$ cat config.mk
export PLATFORM = sky130hd
export DESIGN_NAME = dtl_master_interface
export DESIGN_NICKNAME = d
export VERILOG_FILES = /design/src/rtl/dtl_pkg.sv /design/src/rtl/dtl_beat_counter.sv /design/src/rtl/dtl_master_interface.sv
export SDC_FILE = /design/constraint.sdc
export NUM_CORES = 1
export LEC_CHECK = 0
export ABC_AREA = 0
export CAP_MARGIN = 10
export CORE_AREA = 10 10 98 100
export CTS_CLUSTER_SIZE = 8
export DETAILED_ROUTE_END_ITERATION = 6
export DIE_AREA = 0 0 108 110
export GPL_ROUTABILITY_DRIVEN = 1
export PLACE_DENSITY = 0.95
export SKIP_LAST_GASP = 1
export SYNTH_ARGS = -nofsm -noshare
export SYNTH_HDL_FRONTEND = slang
export SYNTH_SLANG_ARGS = --single-unit
$ cat constraint.sdc
create_clock -name iClk -period 4.1 [get_ports iClk]
set_input_delay 0.41 -clock iClk [delete_from_list [all_inputs] [get_ports iClk]]
set_output_delay 0.41 -clock iClk [all_outputs]
set_load 0.02 [all_outputs]
$ cat src/rtl/dtl_pkg.sv
// Shared DTL definitions: state encoding, command polarity, widths.
// Imported by the master interface and its beat counter.
package dtl_pkg;

    localparam int DTL_DATA_W  = 32;
    localparam int DTL_ADDR_W  = 32;
    localparam int DTL_BLOCK_W = 5;

    // CommandReadWrite level that requests a read
    localparam logic DTL_CMD_READ = 1'b1;

    typedef enum logic [1:0] {
        ST_IDLE  = 2'b00,
        ST_CMD   = 2'b01,
        ST_READ  = 2'b10,
        ST_WRITE = 2'b11
    } dtl_state_e;

endpackage

$ cat src/rtl/dtl_beat_counter.sv
// Burst beat counter: cleared on request, +1 per beat, flags last beat.
// Ports: iClk, iReset_n, iClear, iIncr, iSize (words-1), oLast.
module dtl_beat_counter
    import dtl_pkg::*;
#(
    parameter int W = DTL_BLOCK_W
) (
    input  logic         iClk,
    input  logic         iReset_n,
    input  logic         iClear,
    input  logic         iIncr,
    input  logic [W-1:0] iSize,
    output logic         oLast
);

    logic [W-1:0] r_count;

    always_ff @(posedge iClk or negedge iReset_n) begin
        if (!iReset_n) begin
            r_count <= '0;
        end else if (iClear) begin
            r_count <= '0;
        end else if (iIncr) begin
            r_count <= r_count + 1'b1;
        end
    end

    // size=all-ones reaches last at 2^W-1 before any wrap
    assign oLast = (r_count == iSize);

endmodule

$ cat src/rtl/dtl_master_interface.sv
// DTL initiator: one command per local burst, then streams write/read beats.
// Ports: local req/wr/rd channels, DTL cmd/read/write channels, oBusy, oError.
module dtl_master_interface
    import dtl_pkg::*;
#(
    parameter int INTERFACE_WIDTH       = DTL_DATA_W,
    parameter int INTERFACE_ADDR_WIDTH  = DTL_ADDR_W,
    parameter int INTERFACE_BLOCK_WIDTH = DTL_BLOCK_W,
    parameter int INTERFACE_NUM_ENABLES = INTERFACE_WIDTH / 8
) (
    input  logic                             iClk,
    input  logic                             iReset_n,
    input  logic                             iReqValid,
    output logic                             oReqReady,
    input  logic                             iReqRead,
    input  logic [INTERFACE_ADDR_WIDTH-1:0]  iReqAddr,
    input  logic [INTERFACE_BLOCK_WIDTH-1:0] iReqBlockSize,
    input  logic                             iWrValid,
    output logic                             oWrReady,
    input  logic [INTERFACE_WIDTH-1:0]       iWrData,
    input  logic [INTERFACE_NUM_ENABLES-1:0] iWrEnable,
    output logic                             oRdValid,
    input  logic                             iRdReady,
    output logic [INTERFACE_WIDTH-1:0]       oRdData,
    output logic                             oRdLast,
    output logic                             oDTL_CommandValid,
    input  logic                             iDTL_CommandAccept,
    output logic [INTERFACE_ADDR_WIDTH-1:0]  oDTL_Address,
    output logic                             oDTL_CommandReadWrite,
    output logic [INTERFACE_BLOCK_WIDTH-1:0] oDTL_BlockSize,
    input  logic                             iDTL_ReadValid,
    input  logic                             iDTL_ReadLast,
    output logic                             oDTL_ReadAccept,
    input  logic [INTERFACE_WIDTH-1:0]       iDTL_ReadData,
    output logic                             oDTL_WriteValid,
    output logic                             oDTL_WriteLast,
    input  logic                             iDTL_WriteAccept,
    output logic [INTERFACE_NUM_ENABLES-1:0] oDTL_WriteEnable,
    output logic [INTERFACE_WIDTH-1:0]       oDTL_WriteData,
    output logic                             oBusy,
    output logic                             oError
);

    dtl_state_e                       r_state;
    dtl_state_e                       w_next;
    logic [INTERFACE_ADDR_WIDTH-1:0]  r_addr;
    logic [INTERFACE_BLOCK_WIDTH-1:0] r_size;
    logic                             r_rw;
    logic                             r_error;

    logic w_req_fire;
    logic w_in_wr;
    logic w_in_rd;
    logic w_wr_beat;
    logic w_rd_beat;
    logic w_last;

    assign w_req_fire = (r_state == ST_IDLE) & iReqValid;
    assign w_in_wr    = (r_state == ST_WRITE);
    assign w_in_rd    = (r_state == ST_READ);
    assign w_wr_beat  = w_in_wr & iWrValid & iDTL_WriteAccept;
    assign w_rd_beat  = w_in_rd & iDTL_ReadValid & iRdReady;

    dtl_beat_counter #(
        .W (INTERFACE_BLOCK_WIDTH)
    ) u_cnt (
        .iClk     (iClk),
        .iReset_n (iReset_n),
        .iClear   (w_req_fire),
        .iIncr    (w_wr_beat | w_rd_beat),
        .iSize    (r_size),
        .oLast    (w_last)
    );

    always_ff @(posedge iClk or negedge iReset_n) begin
        if (!iReset_n) begin
            r_state <= ST_IDLE;
            r_addr  <= '0;
            r_size  <= '0;
            r_rw    <= 1'b0;
            r_error <= 1'b0;
        end else begin
            r_state <= w_next;
            if (w_req_fire) begin
                r_addr <= iReqAddr;
                r_size <= iReqBlockSize;
                r_rw   <= iReqRead;
            end
            // slave's ReadLast must agree with our own count
            if (w_rd_beat && (iDTL_ReadLast != w_last)) begin
                r_error <= 1'b1;
            end
        end
    end

    always_comb begin
        w_next = r_state;
        unique case (r_state)
            ST_IDLE: begin
                if (w_req_fire) w_next = ST_CMD;
            end
            ST_CMD: begin
                if (iDTL_CommandAccept) begin
                    w_next = (r_rw == DTL_CMD_READ) ? ST_READ : ST_WRITE;
                end
            end
            ST_WRITE: begin
                if (w_wr_beat && w_last) w_next = ST_IDLE;
            end
            ST_READ: begin
                // internal count ends the burst, not ReadLast
                if (w_rd_beat && w_last) w_next = ST_IDLE;
            end
        endcase
    end

    assign oReqReady             = (r_state == ST_IDLE);
    assign oBusy                 = (r_state != ST_IDLE);
    assign oError                = r_error;

    assign oDTL_CommandValid     = (r_state == ST_CMD);
    assign oDTL_Address          = r_addr;
    assign oDTL_CommandReadWrite = r_rw;
    assign oDTL_BlockSize        = r_size;

    assign oDTL_WriteValid       = w_in_wr & iWrValid;
    assign oWrReady              = w_in_wr & iDTL_WriteAccept;
    assign oDTL_WriteLast        = w_in_wr & w_last;
    assign oDTL_WriteData        = w_in_wr ? iWrData : '0;
    assign oDTL_WriteEnable      = w_in_wr ? iWrEnable : '0;

    assign oRdValid              = w_in_rd & iDTL_ReadValid;
    assign oDTL_ReadAccept       = w_in_rd & iRdReady;
    assign oRdLast               = w_in_rd & w_last;
    assign oRdData               = w_in_rd ? iDTL_ReadData : '0;

endmodule

# Word-level counts from Yosys, hierarchy flattened
# Index checks and enable logic that the tools add are counted.
word_totals:
  in_bits: 115
  word_cells: 44
  output_inout_bits: 116
  regBits: 46
classes:
  n_reduce_logical: 7
  bitwise: 10
  addsub: 1
  n_mux: 11
  eq_ne: 9
ops:
  columns: ["cell", "n"]
  rows:
  - ["$mux W32", 2]
  - ["$mux W5", 2]
  - ["$and A1 B1 Y1", 9]
  - ["$mux W2", 4]
  - ["$ne A2 B1 Y1 const B", 4]
  - ["$pmux W2 S4", 1]
  - ["$add A5 B1 Y5 const B", 1]
  - ["$eq A5 B5 Y1", 1]
  - ["$eq A2 B2 Y1 const B", 2]
  - ["$mux W4", 1]
  - ["$reduce_and A4 Y1", 1]
  - ["$reduce_bool A2 Y1", 2]
  - ["$logic_and A1 B1 Y1", 3]
  - ["$eq A2 B1 Y1 const B", 1]
  - ["$logic_not A2 Y1", 1]
  - ["$mux W1", 1]
  - ["$ne A1 B1 Y1", 1]
  - ["$or A1 B1 Y1", 1]

# Logic depth before layout (Yosys ltp)
# Gate-level depths: netlist of the first run.
depth:
  word_depth: 6
  depth_mapped: 6
  mapped_depth_nobuf: 4

# Modules after synthesis
# A second synthesis of the first run with hierarchy kept.
unflattened:
  cells_unflattened: 215
  hier_area_um2: 2417.3
by_module_without_submodules:
  columns: ["module", "n_inst", "seq_area_each_um2", "cells_per_inst", "area_each_um2"]
  rows:
  - ["dtl_master_interface", 1, 1026.0, 189, 2145.8]
  - ["dtl_beat_counter", 1, 125.1, 26, 271.5]

# Least setup slack after synthesis of the first run
# No wires, ideal clock.
synth_path:
  path_type: "flip-flop to output port"
  from: "register r_size[0] (netlist: oDTL_BlockSize[0])"
  to: "output oDTL_WriteLast"
  arrival_time_ns: 1.318
  required_time_ns: 3.690
  n_path_buf: 0
  stages_incl_launch_ff: 5
  path_slack_ns: 2.372
  path_cell_list: "dfrtp_1 -> xor2_1 -> nor3_2 -> and2_1 -> and3_1"
synth_between:
  elab_chain_len: 2
synth_rtl:
  columns: ["item", "line", "text"]
  rows:
  - ["start, declared", "dtl_master_interface.sv:47", "logic [INTERFACE_BLOCK_WIDTH-1:0] r_size;"]
  - ["start signal, assigned", "dtl_master_interface.sv:86", "r_size <= iReqBlockSize;"]
  - ["$eq A5 B5 Y1", "dtl_beat_counter.sv:29", "assign oLast = (r_count == iSize);"]
  - ["$and A1 B1 Y1", "dtl_master_interface.sv:128", "assign oDTL_WriteLast = w_in_wr & w_last;"]
  - ["end, declared", "dtl_master_interface.sv:36", "output logic oDTL_WriteLast,"]
# No other way between the ends.

# Final worst setup path of the first run
layout_path:
  from: "register r_state[0]"
  to: "output oRdData[27]"
layout_between:
  elab_chain_len: 2
layout_rtl:
  columns: ["item", "line", "text"]
  rows:
  - ["start, declared", "dtl_master_interface.sv:44", "dtl_state_e r_state;"]
  - ["start signal, assigned", "dtl_master_interface.sv:83", "r_state <= w_next;"]
  - ["$eq A2 B2 Y1", "dtl_master_interface.sv:60", "assign w_in_rd = (r_state == ST_READ);"]
  - ["$mux W32", "dtl_master_interface.sv:135", "assign oRdData = w_in_rd ? iDTL_ReadData : '0;"]
  - ["end, declared", "dtl_master_interface.sv:24", "output logic [INTERFACE_WIDTH-1:0] oRdData,"]
# No other way between the ends.

==> results of run 1 <==
==> sequential cells by signal, summed over array words and instances, names as in the netlist <==
| name | count |
|---|---|
| oDTL_Address | 32 |
| oDTL_BlockSize | 5 |
| oDTL_CommandReadWrite | 1 |
| oError | 1 |
| r_state | 2 |
| u_cnt.r_count | 5 |
==> stage by stage <==
step	cell area (um^2)	total power, uW	setup WS (ps)	utilization [%]
floorplan	2470	2050	2370	-
finish	4890	3500	1100	64.0
CTS	4890	3540	1120	64.0
global placement	4810	3210	1510	63.0
global route	4890	3720	921	64.0
detailed placement	4810	3270	1470	63.0
==> power by group <==
group / internal, uW / switching, uW / leakage, uW
clock network: 115 / 147 / 0.0000438
logic: 1140 / 1240 / 0.00164
registers: 656 / 201 / 0.000571
total: 1910 / 1580 / 0.00225
==> worst max-delay path, stage by stage, from the launching register on <==
cell,delay [ps]
dfrtp_1,810
and2b_4,650
and2_1,190
clkdlybuf4s50_1,640
==> path summary, 6_finish.rpt <==
path	slack [ps]	end	cells after the start
max reg2reg	1960	oError	4
min reg2reg	480	oDTL_Address[14]	2
min in group iClk	480	oDTL_Address[14]	2
max	1100	oRdData[27]	3
max in group asynchronous	3170	oDTL_BlockSize[2]	1
min	300	oDTL_Address[18]	1
==> Yosys cell counts, types with 2 or more instances <==
cell type	number	share of area (%)
and3_1	40	10
dfrtp_1	46	47
nand3_1	2	0.41
o31ai_1	3	0.91
buf_1	2	0.30
clkbuf_1	11	1.7
nand2_1	116	18
xor2_1	6	2.1
buf_4	2	0.61
and3_4	2	0.91
nor2_1	4	0.61
o211ai_1	4	1.2
and2_1	36	9.1
buf_2	7	1.4
inv_1	2	0.30
a21oi_1	2	0.41
==> logic make-up (layout without fill, tap and decap cells) <==
group	after synthesis	in the layout	share of synthesized area (%)
xor+xnor	6	6	2.13
fa+ha+maj	1	1	0.507
mux	1	1	0.406
flops	46	46	46.7
buf+inv	24	242	4.31
compound gates	14	14	4.57
simple gates	208	208	41.4
==> final cells by class <==
type                       count  area [um^2]
clock buffer                   5         68.8
clock inverter                 2         10.0
fill                         673         2750
inverter                       2         7.51
multi-input combinational    230         1210
sequential                    46         1150
tap                          102          128
timing repair buffer         233         2320
==> metal layers <==
| layer | up-vias | global-route usage [%] | share of wire [%] |
|---|---|---|---|
| li1 | 1396 | - | - |
| met1 | 1315 | 20.0 | 38 |
| met2 | 141 | 33.0 | 50 |
| met3 | 12 | 7.14 | 10 |
| met4 | 0 | 4.10 | 1.6 |
| met5 | - | 0 | 0 |
==> impl_metrics.toml, run 1 <==
[outcome]
status = "complete, no violations"

[worst_setup_path]
worst-path-max-fanout = 49
start_kind = "register"
crit_type = "register to primary output"
crit_required_ps = 3690
reg2reg_from = "r_state[0]"
endpoint_kind = "primary output"
cp-startpoint = "r_state[0]"
arrival_ps = 2590

[cts]
clockBufferDepth = 2
cts_setup_buffers = 0
clock-sinks = 46
cts.repair.resized = 0
cts_tree = "done"
cts_max_level = 2
cts_made_buffers = 5
clk_pin_slew_ps = 80
cts_root_buf = "clkbuf_8"
worstSkewPairLatency_ps = 290
cts_hold_buf = 0

[logic_synthesis]
ys.warnings.count = 0
synth_area_per_cell_um2 = 8.22
synth_cells = 300
async_flop_share_pct = 100
synth-edff-count = 0
yosysSeqAreaShare_pct = 46.7
netlist_area_mm2 = 0.00247
synth_top_flop_cell = "dfrtp_1"
syn_nets = 416
synth.ff_latch_count = 46
synth_cell_types = 31

[floorplanning]
rows = 32
die-area_mm2 = 0.0119
die_h_um = 110
floorplan.initialDensity_pct = 32.2
ios = 231
die_w_um = 108
core-area_mm2 = 0.00765

[route]
antenna_left = 0
vias = 2864
post_drt_via_cell_ratio = 4.62
drtPass1Iterations = 4
routed_wl_um = 11700
drtIter0Drc = 120
drc = 0
wl_per_cell_um = 18.9

[timing]
setup_tns_ps = 0
hold_slack_ps = 296
grt_setup_unrepaired = "no"
period_minus_slack_ps = 3000
slew_headroom_pct = 25.8
final_max_slew_viol_count = 0
post-route-period-util_pct = 73.1
tightest_slew_ps = 1110
skew_ps = 3.02
clock.fmax_mhz = 334
setup-violations-final = 0
hold_viol_final = 0

[run]
cap_violations = 0

[placed_design]
numPortBuffers = 230
dpl.hpwl_um = 9610
dpl.cell_count = 613
place_congestion = 0.919

[power]
leakagePower_uw = 0.00225
powerDensity_mw_per_mm2 = 715
ir_drop_mv = 0.358

[min_path]
hold_path.class = "input port to asynchronous set/reset pin"

[layout]
fin_nets = 634
diodes = 0
final-instance-count-excl-fill = 620
final_cell_mix = "clkdlybuf4s50_1, nand2_1, dfrtp_1, and3_1, and2_1"
drive_gt1_share_pct = 3.47
final_common_cell = "clkdlybuf4s50_1"
syn_to_final_growth_pct = 98.4

[global_route]
grtUsageTotal_pct = 18.4
grt_pass1_wl_um = 17000
grt_pass1_vias = 2967
grt_max_degree = 50
grt_antenna_before_repair = 0
grt_overflow_total = 0
No activity file was read; power rests on OpenSTA's default activity.
==> run 2: changes to the inputs <==
- CORE_AREA: 10 10 98 100 -> 10 10 105 107
- DIE_AREA: 0 0 108 110 -> 0 0 115 117
- PLACE_DENSITY: 0.95 -> 0.88
- clock period: 4.1 -> 2.6 ns (I/O delays scaled with it)
==> impl_metrics.toml, run 2 (synthesized netlist as in run 1, its figures left out) <==
[route]
drc = 0
drtIter0Drc = 136
wl_per_cell_um = 18.3
routed_wl_um = 11500
antenna_left = 0
post_drt_via_cell_ratio = 4.55
drtPass1Iterations = 4
vias = 2867

[min_path]
hold_path.class = "input port to asynchronous set/reset pin"

[floorplanning]
die-area_mm2 = 0.0135
die_w_um = 115
floorplan.initialDensity_pct = 27.3
rows = 35
ios = 231
core-area_mm2 = 0.00902
die_h_um = 117

[timing]
tightest_slew_ps = 1020
post-route-period-util_pct = 93.6
hold_slack_ps = 141
grt_setup_unrepaired = "no"
final_max_slew_viol_count = 0
period_minus_slack_ps = 2430
setup_tns_ps = 0
skew_ps = 5.20
setup-violations-final = 0
hold_viol_final = 0
slew_headroom_pct = 31.8
clock.fmax_mhz = 411

[cts]
cts_made_buffers = 5
cts_tree = "done"
cts_hold_buf = 0
cts.repair.resized = 0
cts_setup_buffers = 0
clk_pin_slew_ps = 90
cts_root_buf = "clkbuf_8"
worstSkewPairLatency_ps = 290
cts_max_level = 2
clockBufferDepth = 2
clock-sinks = 46

[worst_setup_path]
arrival_ps = 2170
r2r_slack_ps = 570
cp-startpoint = "u_cnt.r_count[0]"
slowest_delay_ps = 620
start_kind = "register"
crit_slowest_cell = "clkdlybuf4s50_1"
endpoint_kind = "primary output"
reg2reg_from = "r_state[1]"
ff2ff_path_depth = 6
r2r-end = "oDTL_Address[26]"
worst-path-max-fanout = 5
crit_type = "register to primary output"
cp_cell_sequence = "xor2_1 -> nor3_2 -> and2_1 -> and3_1 -> clkdlybuf4s50_1"
crit_required_ps = 2340

[run]
cap_violations = 0

[global_route]
grt_pass1_wl_um = 16700
grt_antenna_before_repair = 0
grt_max_degree = 49
grtUsageTotal_pct = 15.7
grt_overflow_total = 0
grt_pass1_vias = 2910

[placed_design]
place_congestion = 0.852
dpl.hpwl_um = 9450
numPortBuffers = 230

[layout]
fin_nets = 635
final_common_cell = "clkdlybuf4s50_1"
diodes = 0
drive_gt1_share_pct = 3.66
filler_cell_count = 820
final_cell_mix = "clkdlybuf4s50_1, nand2_1, dfrtp_1, and3_1, and2_1"
syn_to_final_growth_pct = 99.2
largest_reg_flops = 32

[outcome]
status = "complete, no violations"

[power]
leakagePower_uw = 0.00226
powerDensity_mw_per_mm2 = 1120
ir_drop_mv = 0.544
[run 2: layer usage]
| metal | global-route usage (%) | wire, um | vias up |
|---|---|---|---|
| met5 | 0 | 0 | - |
| met4 | 2.72 | 49 | 0 |
| met3 | 6.27 | 1150 | 5 |
| met2 | 27.5 | 5790 | 136 |
| met1 | 17.7 | 4540 | 1328 |
| li1 | - | - | 1398 |
[run 2: per-stage QoR]
step                      std cells  worst slack [ps]  cell area [um^2]  power, uW  utilization, %
after global routing            630              31.0              4910       5860            54.5
final                           630               167              4910       5510            54.5
after global placement          623               511              4830       5070            53.6
after detailed placement        623               473              4830       5160            53.6
after floorplan                 300              1020              2470       3240               -
after CTS                       630               138              4910       5600            54.5
[run 2: critical path: cells and delay by family, from the launching register on]
family        cells  cell delay, ps
xor+xnor          1             190
buf+inv           1             620
flops             1             430
simple gates      3             640
[run 2: how the worst max path moves through the flow]
stage | endpoint | slack, ps | cells after the start
final | oDTL_WriteLast | 170 | 5
after detailed placement | oDTL_WriteLast | 470 | 5
after CTS | oDTL_WriteLast | 140 | 5
after global routing | oDTL_WriteLast | 30 | 5
after global placement | oDTL_WriteLast | 510 | 5
after floorplan | oDTL_WriteLast | 1020 | 4
[run 2: area by class of cell]
type                            count  area [um^2]  share of cell area [%]
Timing Repair Buffer              234         2330                    47.4
Multi-Input combinational cell    230         1210                    24.6
Sequential cell                    46         1150                    23.4
Tap cell                          111          139                    2.83
Clock buffer                        5         68.8                    1.40
Clock inverter                      2         10.0                   0.204
Inverter                            2         7.51                   0.153
[run 2: report_power, final]
| part | leakage [uW] | internal [uW] | total, uW | switching (uW) |
|---|---|---|---|---|
| logic | 0.00164 | 1810 | 3840 | 2030 |
| clock network | 0.0000438 | 181 | 410 | 230 |
| registers | 0.000571 | 1040 | 1260 | 227 |
==> run 3: changes to the inputs <==
- CORE_AREA: 10 10 105 107 -> 10 10 98 100
- DIE_AREA: 0 0 115 117 -> 0 0 108 110
- PLACE_DENSITY: 0.88 -> 0.95
- clock period: 2.6 -> 2.8 ns (I/O delays scaled with it)
==> impl_metrics.toml, run 3 (synthesized netlist as in run 1, its figures left out) <==
[layout]
drive_gt1_share_pct = 3.66
final_area_mm2 = 0.00494
final_common_cell = "clkdlybuf4s50_1"
syn_to_final_growth_pct = 100
largest_reg_flops = 32
filler_cell_count = 652
multiInputGateArea_mm2 = 0.00121
regArea_mm2 = 0.00115
final_cell_mix = "clkdlybuf4s50_1, nand2_1, dfrtp_1, and3_1, and2_1"
fin_nets = 635

[worst_setup_path]
crit_slowest_cell = "clkdlybuf4s50_1"
crit_type = "register to primary output"
arrival_ps = 2200
slowest_delay_ps = 610
cp_cell_sequence = "xor2_1 -> nor3_2 -> and2_1 -> and3_1 -> clkdlybuf4s50_1"
ff2ff_path_depth = 6
worst-path-max-fanout = 5
start_kind = "register"
crit_required_ps = 2520
endpoint_kind = "primary output"

[power]
ir_drop_mv = 0.538
powerDensity_mw_per_mm2 = 1070
leakagePower_uw = 0.00227

[timing]
setup-violations-final = 0
setup_tns_ps = 0
period_minus_slack_ps = 2480
grt_setup_unrepaired = "no"
tightest_slew_ps = 1010
slew_headroom_pct = 32.7
skew_ps = 8.47
hold_slack_ps = 147
clock.fmax_mhz = 404
hold_viol_final = 0
post-route-period-util_pct = 88.5
final_max_slew_viol_count = 0

[global_route]
grt_antenna_before_repair = 1
grt_util_met1_pct = 19.4
grt_pass1_vias = 2914
grt_overflow_total = 0
grt_pass1_wl_um = 17100
grtUsageTotal_pct = 18.6
met3_usage_pct = 7.72
grt_max_degree = 49
grt_util_met2_pct = 33.9
top_usage_layer = "met2"

[run]
cap_violations = 0

[cts]
cts_max_level = 2
cts_setup_buffers = 0
clock-sinks = 46
cts.repair.resized = 0
clockBufferDepth = 2
clk_pin_slew_ps = 90
cts_root_buf = "clkbuf_8"
cts_made_buffers = 5
worstSkewPairLatency_ps = 290
cts_hold_buf = 0
cts_tree = "done"

[placed_design]
place_congestion = 0.913
numPortBuffers = 230
place_area_mm2 = 0.00482
dpl.hpwl_um = 9900

[route]
drtIter0Drc = 140
routed_wl_um = 12000
antenna_left = 0
drtPass1Iterations = 4
drc = 0
wl_per_cell_um = 19.3
post_drt_via_cell_ratio = 4.64
vias = 2885

[floorplanning]
rows = 32
ios = 231
die_w_um = 108
floorplan.initialDensity_pct = 32.2
die_h_um = 110
core-area_mm2 = 0.00765
die-area_mm2 = 0.0119

[outcome]
status = "complete, no violations"

[min_path]
hold_path.class = "input port to asynchronous set/reset pin"
## run 3: final timing paths
path | from | end | slack (ps)
setup / recovery | u_cnt.r_count[0] | oDTL_WriteLast | 320
hold / removal | iReset_n | oDTL_Address[13] | 150
setup reg to reg | r_state[1] | u_cnt.r_count[2] | 960
hold reg to reg | oDTL_Address[9] | oDTL_Address[9] | 480
max in group asynchronous | iReset_n | oDTL_Address[2] | 2020
min in group iClk | oDTL_Address[9] | oDTL_Address[9] | 480
## run 3: layout make-up
type	count	share of cell area (%)
Antenna cell	1	0.0507
Timing Repair Buffer	234	47.1
Inverter	2	0.152
Tap cell	102	2.58
Clock inverter	1	0.608
Clock buffer	6	1.67
Multi-Input combinational cell	230	24.5
Sequential cell	46	23.3
## run 3: report_power, final
group / internal [uW] / total [uW] / switching, uW
Combinational: 1680 / 3590 / 1910
Sequential: 962 / 1170 / 209
Clock: 286 / 501 / 215
Total: 2930 / 5260 / 2330
## run 3: per-layer routing
layer / vias up / share of wire [%]
li1: 1400 / -
met1: 1325 / 37
met2: 146 / 51
met3: 14 / 10
met4: 0 / 1.9
met5: - / 0
## run 3: critical path, delay by kind of cell (launching register included)
family	cells	cell delay (ps)
buffers and inverters	1	610
xor gates and xnor gates	1	190
and+or+nand+nor	3	670
DFF	1	430
## run 3: per-stage QoR
| stage | util, % | setup slack [ps] | std cells | total power [uW] |
|---|---|---|---|---|
| after floorplan | - | 1200 | 300 | 3010 |
| after CTS | 64.5 | 290 | 621 | 5330 |
| after global placement | 63.1 | 696 | 614 | 4710 |
| final | 64.6 | 323 | 622 | 5260 |
| after detailed placement | 63.1 | 619 | 614 | 4810 |
| after global routing | 64.6 | 189 | 622 | 5580 |
